==> src/rtl/vend_txn_ctrl.sv <==
// Vending transaction sequencer: credit accumulation, price check, then the
// dispense and change-return handshakes, with cancel and inactivity refunds.
module vend_txn_ctrl #(
    parameter int CREDIT_W    = 8,
    parameter int NUM_PROD    = 4,
    parameter int MAX_CREDIT  = 200,
    parameter int TIMEOUT_CYC = 1000,
    localparam int ID_W       = (NUM_PROD > 1) ? $clog2(NUM_PROD) : 1
) (
    input  logic                         clk,
    input  logic                         reset_ni,
    input  logic                         coin_valid_i,
    input  logic [CREDIT_W-1:0]          coin_value_i,
    input  logic                         select_valid_i,
    input  logic [ID_W-1:0]              select_id_i,
    input  logic                         cancel_i,
    input  logic [NUM_PROD*CREDIT_W-1:0] price_table_i,
    output logic [CREDIT_W-1:0]          credit_o,
    output logic                         coin_reject_o,
    output logic                         insufficient_o,
    output logic                         disp_valid_o,
    output logic [ID_W-1:0]              disp_id_o,
    input  logic                         disp_ready_i,
    output logic                         chg_valid_o,
    output logic [CREDIT_W-1:0]          chg_amount_o,
    input  logic                         chg_ready_i,
    output logic                         busy_o
);

    // state    | meaning
    // IDLE     | no credit, waiting for the first coin
    // CREDIT   | accumulating credit, accepting select/cancel, timer running
    // DISPENSE | dispense request outstanding until disp_ready_i
    // CHANGE   | change-return request outstanding until chg_ready_i
    localparam logic [1:0] ST_IDLE     = 2'd0;
    localparam logic [1:0] ST_CREDIT   = 2'd1;
    localparam logic [1:0] ST_DISPENSE = 2'd2;
    localparam logic [1:0] ST_CHANGE   = 2'd3;

    localparam int TMR_W = (TIMEOUT_CYC > 1) ? $clog2(TIMEOUT_CYC) : 1;
    localparam logic [TMR_W-1:0]  TMR_LAST  = TMR_W'(TIMEOUT_CYC - 1);
    localparam logic [CREDIT_W:0] MAX_WIDE  = (CREDIT_W + 1)'(MAX_CREDIT);

    logic [1:0]          state_q,        state_d;
    logic [CREDIT_W-1:0] credit_q,       credit_d;
    logic [CREDIT_W-1:0] chg_amount_q,   chg_amount_d;
    logic [ID_W-1:0]     disp_id_q,      disp_id_d;
    logic [TMR_W-1:0]    timer_q,        timer_d;
    logic                disp_valid_q,   disp_valid_d;
    logic                chg_valid_q,    chg_valid_d;
    logic                coin_reject_q,  coin_reject_d;
    logic                insufficient_q, insufficient_d;
    logic                busy_q,         busy_d;

    logic [CREDIT_W:0]   credit_sum;
    logic [CREDIT_W-1:0] price_sel;
    logic                coin_fits;
    logic                coin_first_ok;
    logic                sel_ok;
    logic                any_event;
    logic                timeout_hit;

    // Out-of-range ids fall through to a zero price, which is always refused.
    always_comb begin
        price_sel = '0;
        for (int k = 0; k < NUM_PROD; k++) begin
            if (int'(select_id_i) == k) begin
                price_sel = price_table_i[k*CREDIT_W +: CREDIT_W];
            end
        end
    end

    assign credit_sum    = {1'b0, credit_q} + {1'b0, coin_value_i};
    assign coin_fits     = (credit_sum <= MAX_WIDE);
    assign coin_first_ok = (coin_value_i != '0) && ({1'b0, coin_value_i} <= MAX_WIDE);
    assign sel_ok        = select_valid_i && (price_sel != '0) && (credit_q >= price_sel);
    assign any_event     = coin_valid_i || select_valid_i || cancel_i;
    assign timeout_hit   = !any_event && (timer_q == TMR_LAST);

    always_comb begin
        state_d        = state_q;
        credit_d       = credit_q;
        chg_amount_d   = chg_amount_q;
        disp_id_d      = disp_id_q;
        disp_valid_d   = disp_valid_q;
        chg_valid_d    = chg_valid_q;
        timer_d        = '0;
        coin_reject_d  = 1'b0;
        insufficient_d = 1'b0;

        case (state_q)
            ST_IDLE: begin
                if (coin_valid_i) begin
                    if (coin_first_ok) begin
                        credit_d = coin_value_i;
                        state_d  = ST_CREDIT;
                    end else begin
                        coin_reject_d = 1'b1;
                    end
                end
                insufficient_d = select_valid_i;
            end

            ST_CREDIT: begin
                timer_d = any_event ? '0 : timer_q + TMR_W'(1);
                if (cancel_i || timeout_hit) begin
                    chg_amount_d  = credit_q;
                    credit_d      = '0;
                    chg_valid_d   = 1'b1;
                    state_d       = ST_CHANGE;
                    coin_reject_d = coin_valid_i;
                    timer_d       = '0;
                end else if (sel_ok) begin
                    credit_d      = credit_q - price_sel;
                    disp_id_d     = select_id_i;
                    disp_valid_d  = 1'b1;
                    state_d       = ST_DISPENSE;
                    coin_reject_d = coin_valid_i;
                    timer_d       = '0;
                end else begin
                    // A refused select does not block a coin in the same cycle.
                    insufficient_d = select_valid_i;
                    if (coin_valid_i) begin
                        if (coin_fits) begin
                            credit_d = credit_sum[CREDIT_W-1:0];
                        end else begin
                            coin_reject_d = 1'b1;
                        end
                    end
                end
            end

            ST_DISPENSE: begin
                coin_reject_d = coin_valid_i;
                if (disp_ready_i) begin
                    disp_valid_d = 1'b0;
                    if (credit_q != '0) begin
                        chg_amount_d = credit_q;
                        credit_d     = '0;
                        chg_valid_d  = 1'b1;
                        state_d      = ST_CHANGE;
                    end else begin
                        state_d = ST_IDLE;
                    end
                end
            end

            ST_CHANGE: begin
                coin_reject_d = coin_valid_i;
                if (chg_ready_i) begin
                    chg_valid_d  = 1'b0;
                    chg_amount_d = '0;
                    state_d      = ST_IDLE;
                end
            end

            default: begin
                state_d = ST_IDLE;
            end
        endcase

        busy_d = (state_d == ST_DISPENSE) || (state_d == ST_CHANGE);
    end

    always_ff @(posedge clk or negedge reset_ni) begin
        if (!reset_ni) begin
            state_q        <= ST_IDLE;
            credit_q       <= '0;
            chg_amount_q   <= '0;
            disp_id_q      <= '0;
            timer_q        <= '0;
            disp_valid_q   <= 1'b0;
            chg_valid_q    <= 1'b0;
            coin_reject_q  <= 1'b0;
            insufficient_q <= 1'b0;
            busy_q         <= 1'b0;
        end else begin
            state_q        <= state_d;
            credit_q       <= credit_d;
            chg_amount_q   <= chg_amount_d;
            disp_id_q      <= disp_id_d;
            timer_q        <= timer_d;
            disp_valid_q   <= disp_valid_d;
            chg_valid_q    <= chg_valid_d;
            coin_reject_q  <= coin_reject_d;
            insufficient_q <= insufficient_d;
            busy_q         <= busy_d;
        end
    end

    assign credit_o       = credit_q;
    assign coin_reject_o  = coin_reject_q;
    assign insufficient_o = insufficient_q;
    assign disp_valid_o   = disp_valid_q;
    assign disp_id_o      = disp_id_q;
    assign chg_valid_o    = chg_valid_q;
    assign chg_amount_o   = chg_amount_q;
    assign busy_o         = busy_q;

endmodule

==> config.mk <==
export PLATFORM = sky130hd
export DESIGN_NAME = vend_txn_ctrl
export DESIGN_NICKNAME = d
export VERILOG_FILES = /design/src/rtl/vend_txn_ctrl.sv
export SDC_FILE = /design/constraint.sdc
export NUM_CORES = 1
export LEC_CHECK = 0
export CAP_MARGIN = 15
export CORE_MARGIN = 2
export CORE_UTILIZATION = 53
export DETAILED_ROUTE_END_ITERATION = 8
export PLACE_DENSITY = 0.86
export SYNTH_ARGS = -nofsm -noshare
export SYNTH_HDL_FRONTEND = slang
export SYNTH_SLANG_ARGS = --single-unit
==> constraint.sdc <==
create_clock -name clk -period 5.12 [get_ports clk]
set_input_delay 0.512 -clock clk [delete_from_list [all_inputs] [get_ports clk]]
set_output_delay 0.512 -clock clk [all_outputs]
set_load 0.01 [all_outputs]
==> results of run 1 <==
## path summary, 6_finish.rpt
check                                to  slack (ns)
min in group asynchronous    state_q[0]        0.63
max                         credit_o[5]        0.89
max reg2reg                 credit_o[5]        1.67
min reg2reg                disp_id_o[0]        0.50
max in group asynchronous   credit_o[5]        4.17
min                        disp_id_o[0]        0.50
## power groups by stage
| stage | clock (mW) | combinational (mW) | sequential, mW |
|---|---|---|---|
| 4_1_cts | 0.303 | 1.14 | 0.455 |
| 3_5_place_dp | 0 | 1.13 | 0.458 |
| 3_3_place_gp | 0 | 1.09 | 0.455 |
| 2_1_floorplan | 0 | 0.754 | 0.462 |
| 6_report | 0.300 | 1.15 | 0.458 |
| 5_1_grt | 0.317 | 1.25 | 0.468 |
## layout make-up
class | instances | share of cell area, %
Inverter | 29 | 2.96
Tap cell | 70 | 2.38
Timing Repair Buffer | 74 | 19.9
Sequential cell | 35 | 23.8
Multi-Input combinational cell | 214 | 47.3
Clock buffer | 5 | 1.87
Clock inverter | 3 | 1.83
## layer usage
| layer | up-vias | track usage (%) | wire length [µm] |
|---|---|---|---|
| li1 | 1184 | - | - |
| met2 | 110 | 46.8 | 3670 |
| met5 | - | 0 | 0 |
| met3 | 24 | 6.04 | 487 |
| met4 | 0 | 10.4 | 252 |
| met1 | 1190 | 31.3 | 2810 |
## registers in the layout, indices dropped and copies added (netlist names)
register / flops
busy_o: 1
chg_valid_o: 1
insufficient_o: 1
disp_id_o: 2
coin_reject_o: 1
credit_o: 8
state_q: 2
timer_q: 10
chg_amount_o: 8
disp_valid_o: 1
## cells in the mapped netlist (4+ instances only)
| cell type | n | area share, % |
|---|---|---|
| dfrtp_1 | 35 | 32 |
| inv_1 | 29 | 3.9 |
| nor2_1 | 24 | 3.2 |
| ha_1 | 22 | 9.9 |
| nand2_1 | 15 | 2.0 |
| xor2_1 | 12 | 3.8 |
| a21oi_1 | 10 | 1.8 |
| mux2i_1 | 9 | 3.2 |
| o21ai_1 | 9 | 1.6 |
| mux4_2 | 8 | 6.5 |
| nand3_1 | 8 | 1.4 |
| nand3b_1 | 6 | 1.6 |
| xnor2_1 | 6 | 1.9 |
| a21o_1 | 5 | 1.4 |
| mux2_1 | 5 | 2.0 |
| mux2_4 | 5 | 2.7 |
| o21ai_0 | 5 | 0.90 |
| and2_1 | 4 | 0.90 |
| clkbuf_1 | 4 | 0.54 |
| o2bb2ai_1 | 4 | 1.3 |
## through the flow
stage | total power, mW | utilization, %
4_1_cts | 1.90 | 72.6
2_1_floorplan | 1.22 | -
3_3_place_gp | 1.54 | 69.9
3_5_place_dp | 1.59 | 69.9
5_1_grt | 2.03 | 72.6
6_report | 1.91 | 72.6
## critical path: cells and delay by family
family | cells | cell delay [ns]
AO/OA/AOI/OAI | 5 | 1.61
multiplexers | 2 | 0.95
buffers and inverters | 2 | 0.89
adder cells (fa/ha/maj) | 1 | 0.26
AND/OR/NAND/NOR | 1 | 0.16
## logic make-up (layout without fill, tap and decap cells)
family / Yosys count / count (layout) / share of synthesized area (%)
AND/OR/NAND/NOR: 82 / 82 / 15.4
XOR/XNOR: 18 / 18 / 5.67
multiplexers: 27 / 27 / 14.5
buffers and inverters: 37 / 111 / 5.85
AO/OA/AOI/OAI: 63 / 63 / 15.8
adder cells (fa/ha/maj): 24 / 24 / 11.3
flip-flops: 35 / 35 / 31.5
==> metrics.log, run 1 <==
[metrics] sequential element share of the synthesized area: around a third
[metrics] required arrival time at the worst endpoint: 5.29 ns
[metrics] power per standard cell area: 517 nW/µm²
[metrics] final std cell area, no fill: 3680 µm²
[metrics] unrepaired setup endpoints after global routing: no
[metrics] number of distinct library cell variants in the gate-level netlist after synthesis: between 50 and 60
[metrics] most frequent cells in the layout: clkdlybuf4s50_1 (71), dfrtp_1 (35), inv_1 (29)
[metrics] proportion of total power due to net switching: about two fifths
[metrics] proportion of power drawn by the clock network: 15.7%
[metrics] outcome: completed
[metrics] count of cells along the worst hold path: 1
[metrics] pin count of the biggest net entering global routing: 36
[metrics] average footprint of a synthesized cell: 9.72 µm²
[metrics] total routed wirelength: between 7 and 8 mm
[metrics] kind of start point of the critical path: primary input
[metrics] most frequently used flop master after synthesis: dfrtp_1
[metrics] initial antenna violation count: 0
[metrics] clock tree from TritonCTS: yes
[metrics] cell area after synthesis: about 2800 µm²
[metrics] commonest non-fill, non-tap cell in the layout: clkdlybuf4s50_1
[metrics] leakage power of the design: 1.64 nW
[metrics] worst slew slack as a fraction of its limit: about 63%
[metrics] first-pass GRT wire length: between 10 and 15 mm
[metrics] number of synthesized flops with an enable pin: 0
[metrics] Sequential Area: ~900 µm²
[metrics] sum of negative setup slack: 0 ns
[metrics] Flop pwr share: between 20% and 30%
[metrics] Final WS setup: 0.887 ns
[metrics] Die Span X: approximately 76 µm
[metrics] cell count after placement: about 420
[metrics] area growth from synthesis to layout: 32.5%
[metrics] crit path cell chain: clkdlybuf4s50_1, mux4_2, inv_1, ha_1, nor2b_1, o31ai_1, a21oi_1, o31a_1, o211a_1, o311a_1, mux2_4
[metrics] Worst Path Class, Setup: primary input to register
[metrics] register bit total from synthesis: 35
[metrics] die outline area: around 5800 µm²
[metrics] vias per std cell: just under 6
[metrics] fraction of final layout cells with drive strength greater than 1: 6.94%
[metrics] clk root buf: clkbuf_8
[metrics] vertical die dimension: 76.4 µm
[metrics] NumNets Final: between 400 and 500
[metrics] worst setup slack after placement: 0.618 ns
[metrics] footprint of the multi-input gates: roughly 1700 µm²
[metrics] CTS Buf Count: 5
[metrics] detailed placer's ending HPWL: 5.65 mm
[metrics] Slew Limit Fails: 0
[metrics] # port buffers: 71
[metrics] count of final setup violators: 0
[metrics] Max Buffers Root-to-Sink: 2
[metrics] Vias: 2508
[metrics] Starting Density: a little over half
[metrics] DP Area: approximately 3500 µm²
[metrics] Initial DRT Pass Iterations: 4
[metrics] Worst Tran Pin Value: 0.558 ns
[metrics] internal power: ~1.1 mW
[metrics] CTS-repair resized insts: 0
[metrics] core box area: slightly above 5000 µm²
[metrics] critical path's slowest cell: clkdlybuf4s50_1
[metrics] total gr overflow: 0
[metrics] total routing usage reported by global routing: 26.5%
[metrics] count of pins on the block boundary: 72
[metrics] Critical Path Max Stage Delay: between 0.8 and 0.9 ns
[metrics] element type at the critical path end: register
[metrics] Synth Net Count: approximately 360
[metrics] via count of the first global-routing pass: ~2.5k
[metrics] Std-Cell Rows: 26
[metrics] H-tree level count: 2
[metrics] clock slew seen by the registers of the worst setup and hold paths: roughly 0.070 ns
[metrics] buffers inserted by post-CTS timing repair: 0
[metrics] clock latency of the later-clocked register in the worst-skew pair: just under 0.3 ns
[metrics] max-cap violations: 0
[metrics] Placer Congestion: about 0.84
[metrics] TritonCTS Sinks: 35
[metrics] critical path arrival: 4.40 ns
[metrics] clock period minus final worst setup slack: about 4.2 ns
[metrics] Filler Cells Inserted: between 300 and 400
[metrics] Comb power frac: 60.3%
[metrics] net switching power: 0.785 mW
[metrics] number of nets with antenna violations after detailed routing: 0
[metrics] drt drc: 0
[metrics] ant diodes: 0
[metrics] critical path fanouts, max: 9
[metrics] depth of the worst register-to-register path: 10
[metrics] number of warning messages in the yosys log: 0
[metrics] Routed wire per std cell: around 17 µm
[metrics] maximum vdd drop: approximately 280 µV
[metrics] r2r startpoint: credit_o[0]
[metrics] Crit. Startpoint: select_id_i[0]
[metrics] ys async rst share: 100%
[metrics] final cell count without fillers: between 400 and 500
[metrics] worst slack on hold paths: about 0.50 ns
[metrics] final clock period utilization by the worst path: between 80% and 90%
[metrics] Worst Clk Skew: between 0.009 and 0.01 ns
[metrics] Post-CTS Hold Buffers: 0
[metrics] Max Clk Rate: 236 MHz
[metrics] hold violation total from the final report: 0
[metrics] worst hold path class: register to register
[metrics] gate count after technology mapping: between 200 and 300
[metrics] Iter 0 DRT Violations: about 160
[metrics] HP Start: disp_id_o[0]
Power figures use the tool's default switching activity.
==> inputs of run 2 (changes only) <==
--- a/config.mk
+++ b/config.mk
@@ -7,9 +7,9 @@
 export LEC_CHECK = 0
 export CAP_MARGIN = 15
 export CORE_MARGIN = 2
-export CORE_UTILIZATION = 53
+export CORE_UTILIZATION = 50
 export DETAILED_ROUTE_END_ITERATION = 8
-export PLACE_DENSITY = 0.86
+export PLACE_DENSITY = 0.82
 export SYNTH_ARGS = -nofsm -noshare
 export SYNTH_HDL_FRONTEND = slang
 export SYNTH_SLANG_ARGS = --single-unit
==> constraint.sdc (replaced) <==
create_clock -name clk -period 4.13 [get_ports clk]
set_input_delay 0.413 -clock clk [delete_from_list [all_inputs] [get_ports clk]]
set_output_delay 0.413 -clock clk [all_outputs]
set_load 0.01 [all_outputs]
==> metrics.log, run 2 (synthesis results as in run 1) <==
[metrics] maximum vdd drop: approximately 300 µV
[metrics] total routed wirelength: approximately 7 mm
[metrics] proportion of power drawn by the clock network: 12.1%
[metrics] clock tree from TritonCTS: yes
[metrics] CTS Buf Count: 5
[metrics] Flop pwr share: between 20% and 30%
[metrics] Max Clk Rate: 273 MHz
[metrics] Vias: about 2.5k
[metrics] internal power: around 1.3 mW
[metrics] required arrival time at the worst endpoint: ~4.3 ns
[metrics] hold violation total from the final report: 0
[metrics] worst hold path class: register to register
[metrics] outcome: completed
[metrics] total routing usage reported by global routing: 23.1%
[metrics] Placer Congestion: ~0.86
[metrics] Routed wire per std cell: roughly 16 µm
[metrics] drt drc: 0
[metrics] register name with the most flops: timer_q
[metrics] Starting Density: 51.1%
[metrics] core box area: about 5400 µm²
[metrics] kind of start point of the critical path: primary input
[metrics] Worst Tran Pin Value: 0.471 ns
[metrics] critical path fanouts, max: 18
[metrics] Post-CTS Hold Buffers: 0
[metrics] Worst Path Class, Setup: primary input to register
[metrics] number of flip-flops in the largest register: 10
[metrics] die outline area: roughly 6000 µm²
[metrics] area growth from synthesis to layout: 32.9%
[metrics] max-cap violations: 0
[metrics] unrepaired setup endpoints after global routing: no
[metrics] clock slew seen by the registers of the worst setup and hold paths: 0.07 ns
[metrics] Max Buffers Root-to-Sink: 2
[metrics] Filler Cells Inserted: approximately 430
[metrics] critical path arrival: around 3.8 ns
[metrics] element type at the critical path end: register
[metrics] proportion of total power due to net switching: between 40% and 50%
[metrics] final clock period utilization by the worst path: 88.6%
[metrics] initial antenna violation count: 0
[metrics] most frequent cells in the layout: clkdlybuf4s50_1 (71), dfrtp_1 (35), inv_1 (29)
[metrics] # port buffers: between 70 and 80
[metrics] commonest non-fill, non-tap cell in the layout: clkdlybuf4s50_1
[metrics] via count of the first global-routing pass: between 2k and 2.5k
[metrics] NumNets Final: 438
[metrics] net switching power: ~0.95 mW
[metrics] Worst path most repeated cell: buf_4
[metrics] Comb power frac: 63.8%
[metrics] total gr overflow: 0
[metrics] count of final setup violators: 0
[metrics] detailed placer's ending HPWL: 5.42 mm
[metrics] fraction of final layout cells with drive strength greater than 1: between 8 and 9%
[metrics] first-pass GRT wire length: 11.2 mm
[metrics] buffers inserted by post-CTS timing repair: 0
[metrics] leakage power of the design: between 1.5 and 2 nW
[metrics] vertical die dimension: 78.6 µm
[metrics] Critical Path Max Stage Delay: roughly 0.53 ns
[metrics] count of pins on the block boundary: slightly above 70
[metrics] clock period minus final worst setup slack: 3.66 ns
[metrics] clock latency of the later-clocked register in the worst-skew pair: ~0.28 ns
[metrics] worst slew slack as a fraction of its limit: just under 70%
[metrics] H-tree level count: 2
[metrics] critical path's slowest cell: mux4_2
[metrics] Slew Limit Fails: 0
[metrics] sum of negative setup slack: 0 ns
[metrics] number of nets with antenna violations after detailed routing: 0
[metrics] crit path cell chain: clkdlybuf4s50_1, buf_4, mux4_2, ha_1, fa_1, nor2b_1, o31ai_1, a21oi_1, o31a_1, o211a_1, buf_4, and2_1, mux2_1
[metrics] Std-Cell Rows: 27
[metrics] pin count of the biggest net entering global routing: 36
[metrics] ant diodes: 0
[metrics] CTS-repair resized insts: 0
[metrics] Worst Clk Skew: between 0.005 and 0.006 ns
[metrics] vias per std cell: 5.62
[metrics] TritonCTS Sinks: 35
[metrics] fraction of the core area covered by cells at the end of the flow: around two thirds
[metrics] setup slack, reg-to-reg: 0.76 ns
[metrics] clk root buf: clkbuf_8
[metrics] power per standard cell area: just over 600 nW/µm²
[metrics] Iter 0 DRT Violations: 121
[metrics] Initial DRT Pass Iterations: 4
[metrics] Die Span X: a little under 80 µm
[run 2: cell types whose count changed in the layout (fill, tap and decap cells not counted), sizes merged]
cell	delta
buf	+6
bufinv	-2
clkbuf	+3
clkinvlp	-1
[run 2: layout make-up]
class | instances | area, µm² | area share, %
Clock buffer | 8 | 100 | 2.71
Tap cell | 72 | 90.1 | 2.44
Timing Repair Buffer | 80 | 778 | 21.1
Inverter | 29 | 109 | 2.95
Multi-Input combinational cell | 214 | 1740 | 47.1
Sequential cell | 35 | 876 | 23.7
[run 2: worst paths after layout]
kind                                 from            to  cells past startpoint
hold reg to reg              disp_id_o[0]  disp_id_o[0]                      1
min in group asynchronous        reset_ni  disp_valid_o                      2
setup reg to reg              credit_o[0]   credit_o[6]                     10
max in group asynchronous        reset_ni   chg_valid_o                      2
setup / recovery           select_id_i[0]  disp_id_o[0]                     13
hold / removal               disp_id_o[0]  disp_id_o[0]                      1
[run 2: power groups by stage]
stage                     clock [mW]  combinational (mW)  sequential [mW]
after floorplan                    0               0.935            0.573
after global placement             0                1.40            0.549
after detailed placement           0                1.43            0.553
after CTS                      0.278                1.44            0.548
after global routing           0.299                1.58            0.563
final                          0.274                1.45            0.548
[run 2: layer usage]
metal / share of wire (%) / vias up / global-route usage [%]
met4: 1.3 / 0 / 8.25
met5: 0 / - / 0
met2: 50 / 94 / 39.7
met1: 44 / 1159 / 29.4
met3: 5.2 / 12 / 3.56
li1: - / 1196 / -
[run 2: critical path, delay by kind of cell]
kind	cells	cell delay [ns]
buffers and inverters	3	0.95
multiplexers	2	0.87
adder cells (fa/ha/maj)	2	0.62
AO/OA/AOI/OAI	4	0.59
AND/OR/NAND/NOR	2	0.39
[run 2: stage by stage]
step	std cells	total power, mW	setup WS, ns	area, µm²	hold slack, ns
4_1_cts	438	2.27	0.462	3690	0.507
2_1_floorplan	286	1.51	0.744	2780	0.117
3_3_place_gp	430	1.95	0.225	3590	0.484
3_5_place_dp	430	1.99	0.164	3590	0.490
6_report	438	2.27	0.470	3690	0.502
5_1_grt	438	2.44	0.240	3690	0.530
